## src/rtl/boot_byte_bridge.sv

```systemverilog
// boot_byte_bridge: unpacks host boot words into bytes, buffers them in a
// byte FIFO, clips the stream at the captured ROM size and presents a
// valid/ready byte stream to the game loader. Single clock domain.
//
// Optional feature: define BOOT_SYNC_EN to enable the sync-byte hunt, which
// discards FIFO head bytes until SYNC_BYTE reaches the head.
//
// Ports:
//   clk, reset         sole clock, synchronous active-high reset
//   host_bootdata      boot word from the control module
//   host_bootdata_req  word available (four-phase request)
//   host_bootdata_ack  word consumed (four-phase acknowledge)
//   rom_size           image length in bytes, captured while reset is high
//   out_data/out_valid FIFO head byte and its valid flag
//   out_ready          sink accepts the head byte
//   bytes_loaded       bytes accepted into the FIFO since reset
//   level              bytes currently held
//   sync_found         sync byte has been popped (tied high without hunt)
//   done               whole image loaded and drained
module boot_byte_bridge #(
    parameter int unsigned WORD_BYTES = 4,
    parameter int unsigned DEPTH      = 16,
    parameter logic [7:0]  SYNC_BYTE  = 8'h4E,
    parameter bit          MSB_FIRST  = 1'b1
) (
    input  logic                          clk,
    input  logic                          reset,
    input  logic [8*WORD_BYTES-1:0]       host_bootdata,
    input  logic                          host_bootdata_req,
    output logic                          host_bootdata_ack,
    input  logic [31:0]                   rom_size,
    output logic [7:0]                    out_data,
    output logic                          out_valid,
    input  logic                          out_ready,
    output logic [31:0]                   bytes_loaded,
    output logic [$clog2(DEPTH):0]        level,
    output logic                          sync_found,
    output logic                          done
);

    localparam int unsigned PW = $clog2(DEPTH);
    localparam int unsigned LW = PW + 1;

    typedef enum logic {
        ST_IDLE,
        ST_ACK
    } state_e;

    state_e          state_q, state_d;
    logic [7:0]      mem_q [DEPTH];
    logic [7:0]      mem_d [DEPTH];
    logic [PW-1:0]   wr_ptr_q, wr_ptr_d;
    logic [PW-1:0]   rd_ptr_q, rd_ptr_d;
    logic [LW-1:0]   level_q, level_d;
    logic [31:0]     loaded_q, loaded_d;
    logic [31:0]     rom_size_q, rom_size_d;
    logic            sync_found_q, sync_found_d;

    logic [31:0]     remaining;
    logic [31:0]     keep;
    logic [31:0]     keep_wr;
    logic            room;
    logic            wr_en;
    logic [7:0]      head;
    logic            valid_c;
    logic            hunt_drop;
    logic            pop;

    // Bytes of this word that still fit inside the image, and FIFO room.
    always_comb begin
        remaining = (loaded_q < rom_size_q) ? (rom_size_q - loaded_q) : 32'd0;
        keep      = (remaining > 32'(WORD_BYTES)) ? 32'(WORD_BYTES) : remaining;
        // Words past the image end are always accepted so the host never stalls.
        room      = ((32'(DEPTH) - 32'(level_q)) >= 32'(WORD_BYTES)) ||
                    (loaded_q >= rom_size_q);
        head      = mem_q[rd_ptr_q];
    end

`ifdef BOOT_SYNC_EN
    // Non-sync head bytes are dropped internally until the sync byte is popped.
    always_comb begin
        hunt_drop    = !sync_found_q && (level_q != '0) && (head != SYNC_BYTE);
        valid_c      = (level_q != '0) && (sync_found_q || (head == SYNC_BYTE));
        pop          = (valid_c && out_ready) || hunt_drop;
        sync_found_d = sync_found_q || (pop && (head == SYNC_BYTE));
    end
`else
    logic unused_sync_byte;
    assign unused_sync_byte = ^SYNC_BYTE;

    always_comb begin
        hunt_drop    = 1'b0;
        valid_c      = (level_q != '0);
        pop          = valid_c && out_ready;
        sync_found_d = 1'b1;
    end
`endif

    // Handshake next state, word unpack and FIFO bookkeeping.
    always_comb begin
        state_d    = state_q;
        mem_d      = mem_q;
        wr_ptr_d   = wr_ptr_q;
        rd_ptr_d   = rd_ptr_q;
        loaded_d   = loaded_q;
        wr_en      = 1'b0;
        keep_wr    = 32'd0;
        rom_size_d = reset ? rom_size : rom_size_q;

        case (state_q)
            ST_IDLE: begin
                if (host_bootdata_req && room) begin
                    wr_en   = 1'b1;
                    state_d = ST_ACK;
                end
            end
            ST_ACK: begin
                if (!host_bootdata_req) begin
                    state_d = ST_IDLE;
                end
            end
            default: state_d = ST_IDLE;
        endcase

        if (wr_en) begin
            keep_wr = keep;
            for (int unsigned i = 0; i < WORD_BYTES; i++) begin
                if (i < keep) begin
                    if (MSB_FIRST) begin
                        mem_d[wr_ptr_q + PW'(i)] = host_bootdata[8*(WORD_BYTES-1-i) +: 8];
                    end else begin
                        mem_d[wr_ptr_q + PW'(i)] = host_bootdata[8*i +: 8];
                    end
                end
            end
            wr_ptr_d = wr_ptr_q + PW'(keep);
            loaded_d = loaded_q + keep;
        end

        if (pop) begin
            rd_ptr_d = rd_ptr_q + PW'(1);
        end

        level_d = level_q + LW'(keep_wr) - LW'(pop);
    end

    // State and control registers.
    always_ff @(posedge clk) begin
        rom_size_q <= rom_size_d;
        if (reset) begin
            state_q      <= ST_IDLE;
            wr_ptr_q     <= '0;
            rd_ptr_q     <= '0;
            level_q      <= '0;
            loaded_q     <= '0;
            sync_found_q <= 1'b0;
        end else begin
            state_q      <= state_d;
            wr_ptr_q     <= wr_ptr_d;
            rd_ptr_q     <= rd_ptr_d;
            level_q      <= level_d;
            loaded_q     <= loaded_d;
            sync_found_q <= sync_found_d;
        end
    end

    // Byte storage; contents are don't-care once the pointers reset.
    always_ff @(posedge clk) begin
        mem_q <= mem_d;
    end

    assign host_bootdata_ack = (state_q == ST_ACK);
    assign out_data          = (level_q != '0) ? head : 8'h00;
    assign out_valid         = valid_c;
    assign bytes_loaded      = loaded_q;
    assign level             = level_q;
    assign sync_found        = sync_found_q;
    assign done              = (loaded_q >= rom_size_q) && (level_q == '0);

endmodule

```

## config.mk

```make
export PLATFORM = sky130hd
export DESIGN_NAME = boot_byte_bridge
export DESIGN_NICKNAME = d
export VERILOG_FILES = /design/src/rtl/boot_byte_bridge.sv
export SDC_FILE = /design/constraint.sdc
export NUM_CORES = 1
export LEC_CHECK = 0
export ABC_AREA = 1
export CAP_MARGIN = 5
export CORE_UTILIZATION = 35
export CTS_BUF_LIST = sky130_fd_sc_hd__clkbuf_8
export CTS_CLUSTER_DIAMETER = 50
export DETAILED_ROUTE_END_ITERATION = 16
export GPL_TIMING_DRIVEN = 1
export HOLD_SLACK_MARGIN = 0.12
export SLEW_MARGIN = 0
export SYNTH_ARGS = -nofsm -noshare
export SYNTH_HDL_FRONTEND = slang
export SYNTH_SLANG_ARGS = --single-unit
```

## constraint.sdc

```tcl
create_clock -name clk -period 11.7 [get_ports clk]
set_input_delay 1.17 -clock clk [delete_from_list [all_inputs] [get_ports clk]]
set_output_delay 1.17 -clock clk [all_outputs]
set_load 0.01 [all_outputs]
```

# == Word-level counts from Yosys, hierarchy flattened ==
# Cells that the tools add are included.
# totals
regBits,207
in_bits,68
output_inout_bits,49
elab_cells,97
# op_classes
add_sub_neg,10
n_lt_le_gt_ge,17
muxes,31
bitwise_logic,6
n_reduce_logical,10
# op_table
operator,count
$mux 128,7
$bwmux 128,4
$demux 8 s4,4
$lt 1x32->1 const A,2
$lt 2x32->1 const A,2
$mux 32,2
$mux 8,7
$add 32x32->32,1
$bmux 8 s4,1
$ge 32x3->1 const B,1
$ge 32x32->1,1
$gt 32x3->1 const B,1
$lt 32x32->1,1
$sub 32x32->32,1
$ge 5x5->1 const B,5
$not 4->5,5
$lt 5x1->1 const B,4
$add 4x1->4 const B,2
$add 4x2->4 const B,2
$logic_and 1x1->1,7
$sub 5x5->6 const A,1
$add 5x5->5,1
$logic_not 5->1,1
$mux 5,1
other kinds (7),10

# == Logic depth before layout (Yosys ltp) ==
# logic_depth
ltp_word,16
depth_mapped,41
depth_no_buf,40

# == Worst setup path after synthesis ==
# Ideal clock, no wire load.
# synth_timing
path_kind,register to register
from,reg loaded_q[0] (netlist: bytes_loaded[0])
to,reg level_q[4] (netlist: level[4])
setup_time_ps,114
arrival_ps,7416
t_required_ps,11586
slack_ps,4170
stages_incl_launch_ff,27
n_path_buf,2
synth_period_minus_slack_ps,7530
path_cell_list,dfxtp_1 ha_1 inv_1 fa_1 nand2_1 nand3_1 nand3_1 nand2_2 nand2_1 nand2_2 nand2_2 a21oi_4 buf_6 o211ai_1 nand2_1 clkinv_1 clkbuf_1 nand2_1 ha_1 inv_1 ha_1 inv_1 fa_1 o21ai_0 a21oi_1 xor2_1 nor2_1
# synth_between
elab_chain_len,8
elab_cells_between_ends,13
cone_classes,add/sub: 3; order compare: 3; mux: 5; reduce/logical: 2
# synth_rtl
item,line,source
"start, declared",55,"logic [31:0] loaded_q, loaded_d;"
"start signal, assigned",162,loaded_q <= loaded_d;
$ge 32x32->1,75,(loaded_q >= rom_size_q);
$logic_or 1x1->1,74,room = ((32'(DEPTH) - 32'(level_q)) >= 32'(WORD_BYTES)) ||
$logic_and 1x1->1,112,if (host_bootdata_req && room) begin
$mux 1,112,
$mux 1,110,case (state_q)
net wr_en,63,logic wr_en;
$mux 5,125,if (wr_en) begin
$add 5x5->5,144,level_d = level_q + LW'(keep_wr) - LW'(pop);
$sub 5x1->5,144,
"end signal, assigned",161,level_q <= level_d;
"end, declared",54,"logic [LW-1:0] level_q, level_d;"
# The timed path passes the listed nets, and every way through them passes these cells.
# A chain may end at the register's enable or synchronous reset.

# == Final worst setup path ==
# layout_timing
from,reg loaded_q[0] (netlist: bytes_loaded[0])
to,reg loaded_q[24] (netlist: bytes_loaded[24])
# layout_between
elab_chain_len,5
elab_cells_between_ends,11
cone_classes,add/sub: 2; order compare: 3; mux: 4; reduce/logical: 2
# layout_rtl
item,line,source
$sub 32x32->32 (tied with other cells),71,remaining = (loaded_q < rom_size_q) ? (rom_size_q - loaded_q) : 32'd0;
$mux 32 / $logic_or 1x1->1 (equally long branches),"71, 74",
$gt 32x3->1 / $logic_and 1x1->1 (equally long branches),"72, 112",
$mux 32 / $mux 1 (equally long branches),"72, 112",
$add 32x32->32 / $mux 1 (equally long branches),"137, 110",
# Parallel ways exist; a longest one is shown, timed or not.

==> flow_summary.toml <==
[status]
status = "complete, no violations"

[hold_path]
hp-class = "flip-flop to flip-flop"
hold_path_depth = 2

[placement]
dp_hpwl_um = 53200
gp_congestion = 0.926
portBuffers = 116
dp_slack_ns = 5.69

[die]
row_count = 89
io_pins = 117
dieArea_um2 = 60700
start_util_pct = 35.4
fp.dieW_um = 246
core-area_um2 = 59000
die_h_um = 246

[route]
dr.pass1.iters = 6
drc = 0
routed.top_layer = "met4"
wl_met3_um = 8860
avgRoutedWirePerCell_um = 20.6
drt_iter0_markers = 2522
wl_met1_um = 32400
vias = 22877
postRouteAntennaNets = 0
totalWireLength_um = 84900
met2_length_um = 38200
viasPerCell = 5.55

[timing]
final.min_clock_period_ns = 6.14
fin_worst_skew_ns = 0.0723
tns_ns = 0
rsz0062_at_grt = "no"
finalHoldViolCount = 0
fin_crit_sh_pct = 52.5
layout_setup_ws_ns = 5.56
worstMarginPinSlew_ns = 1.41
slew_viol_final = 0
setup_viol = 0
whs_ns = 0.514
relSlewSlack_pct = 5.70
max_freq_mhz = 163

[critical_path]
cp_slowest_cell = "nand2_2"
cpMostUsedCell = "nand2_1"
cpPeakStageDelay_ns = 0.47
critPathArrivalTime_ns = 6.60
required_ns = 12.16
crit_type = "flip-flop to flip-flop"
start_kind = "flip-flop"
cp_max_fo = 19
critPathCaptureType = "flip-flop"
rr_worst_depth = 34

[pwr]
power_switching_mw = 2.54
power_density_nw_per_um2 = 220
p_leak_nw = 11.0
power_frac_comb_pct = 56.8
seq_power_share_pct = 26.4
ir_drop_mv = 0.106
swShare_pct = 49.3
p_total_mw = 5.16
pwr-share-clk_pct = 16.7
internal_power_mw = 2.61

[synth]
synth_warnings = 0
synth_cells = 3291
synth_common_cells = "nand2_1, inv_1, nand3_1, nor2_1, nand4_1"
yosys.area.top_type = "edfxtp_1"
synthTopCellsByArea = "edfxtp_1, nand2_1, nand3_1"
yosysMostFrequentCell = "nand2_1"
ys_seq_area_share_pct = 27.5
synth_cell_types = 49
synth-edff-count = 160
async_reset_ff_share_pct = 0
synth_top_cell_area_share_pct = 23.0
ys_seq_elements = 207
synth_area_um2 = 20900
syn_avg_cell_area_um2 = 6.35
ys.flop_type = "edfxtp_1"

[clock_tree]
htreeDepth = 2
cts_made_buffers = 47
cts_hold_buf = 0
cts.sinks = 207
clkTransAtPathRegs_ns = 0.06
clk_latency_ns = 0.67
cts_tree = "built"
postCtsSetupBuffers = 0
post_cts_resized = 0
cts_buffer_depth = 3
root_buffer = "clkbuf_8"

[global_routing]
grt_overflow = 0
grt_max_degree = 145
grt_pass1_wl_um = 127000
grt_pass1_vias = 20907
antenna_found_initial = 1
grtUsageTotal_pct = 27.5

[final_layout]
drive_above_1_share_pct = 6.66
area_delta_synth_final_pct = 11.9
nets = 3463

[run]
cap_violations = 0
-- placed cells by master (no fill, tap or decap), types with 8 or more instances in the layout --
| master | n |
|---|---|
| nor3_1 | 12 |
| buf_4 | 41 |
| a21oi_1 | 219 |
| nand4_1 | 267 |
| o221ai_1 | 22 |
| o21ai_0 | 117 |
| nand2_4 | 14 |
| nor2_2 | 12 |
| nand3b_1 | 8 |
| clkdlybuf4s50_1 | 114 |
| nand3_2 | 10 |
| xor2_1 | 27 |
| inv_2 | 25 |
| conb_1 | 29 |
| xnor2_1 | 18 |
| edfxtp_1 | 160 |
| dfxtp_1 | 46 |
| inv_1 | 436 |
| clkinv_1 | 42 |
| nand2_1 | 828 |
| nor2_1 | 299 |
| ha_1 | 78 |
| clkinv_2 | 8 |
| o211ai_1 | 15 |
| nand2_2 | 12 |
| clkbuf_8 | 50 |
| o22ai_1 | 11 |
| nand3_4 | 8 |
| nand3_1 | 335 |
| a21oi_2 | 18 |
-- metal layers --
metal  up-vias  track usage [%]
met5         -                0
met4         0             15.6
met3       285             4.85
met2      1242             44.7
met1     10385             34.1
li1      10965                -
-- sequential cells by signal, summed over array words and instances, names as in the netlist --
name               count
bytes_loaded          32
host_bootdata_ack      1
level                  5
mem_q                128
rd_ptr_q               4
rom_size_q            32
sync_found             1
wr_ptr_q               4
-- cell type report --
type                       count  area (um^2)
sequential                   207         5750
antenna                        1         2.50
timing repair buffer         158         1480
multi-input combinational   2415        12500
tap                          773          967
clock buffer                  50          688
clock inverter                36          246
fill                        6388        35600
inverter                     484         1820
-- cells by family after synthesis --
| family | count (synthesis) | share of synthesized area, % |
|---|---|---|
| compound gates | 434 | 11.8 |
| xor+xnor | 45 | 1.88 |
| fa+ha+maj | 82 | 5.05 |
| buf+inv | 696 | 13.6 |
| flops | 207 | 27.5 |
| other cells | 2 | 0.0359 |
| simple gates | 1825 | 40.1 |
-- stage by stage --
step	cells	utilization, %	instance area (um^2)
detailed placement	4037	38.1	22500
global route	4124	39.7	23400
finish	4124	39.7	23400
global placement	4037	38.1	22500
floorplan	3318	-	21000
CTS	4123	39.7	23400
-- power by group through the flow --
stage,sequential [mW],combinational [mW],clock (mW)
2_1_floorplan,1.32,2.01,0
3_3_place_gp,1.37,2.85,0
3_5_place_dp,1.37,2.86,0
4_1_cts,1.36,2.87,0.878
5_1_grt,1.38,3.24,0.909
6_report,1.36,2.93,0.863
-- worst max-delay path: cells and delay by family (launching register included) --
| family | cells | cell delay, ns |
|---|---|---|
| flip-flops | 1 | 0.41 |
| buffers and inverters | 3 | 0.30 |
| AND/OR/NAND/NOR | 21 | 2.97 |
| adder cells (fa/ha/maj) | 4 | 1.26 |
| AO/OA/AOI/OAI | 5 | 0.92 |
| XOR/XNOR | 1 | 0.12 |
-- final timing paths --
kind	from	end	slack, ns
max	bytes_loaded[0]$_SDFFE_PP0P_	bytes_loaded[24]$_SDFFE_PP0P_	5.56
min	bytes_loaded[2]$_SDFFE_PP0P_	bytes_loaded[2]$_SDFFE_PP0P_	0.51
max reg2reg	bytes_loaded[0]$_SDFFE_PP0P_	bytes_loaded[24]$_SDFFE_PP0P_	5.56
min reg2reg	bytes_loaded[2]$_SDFFE_PP0P_	bytes_loaded[2]$_SDFFE_PP0P_	0.51
Note: power is estimated with default switching activity, not from simulation.
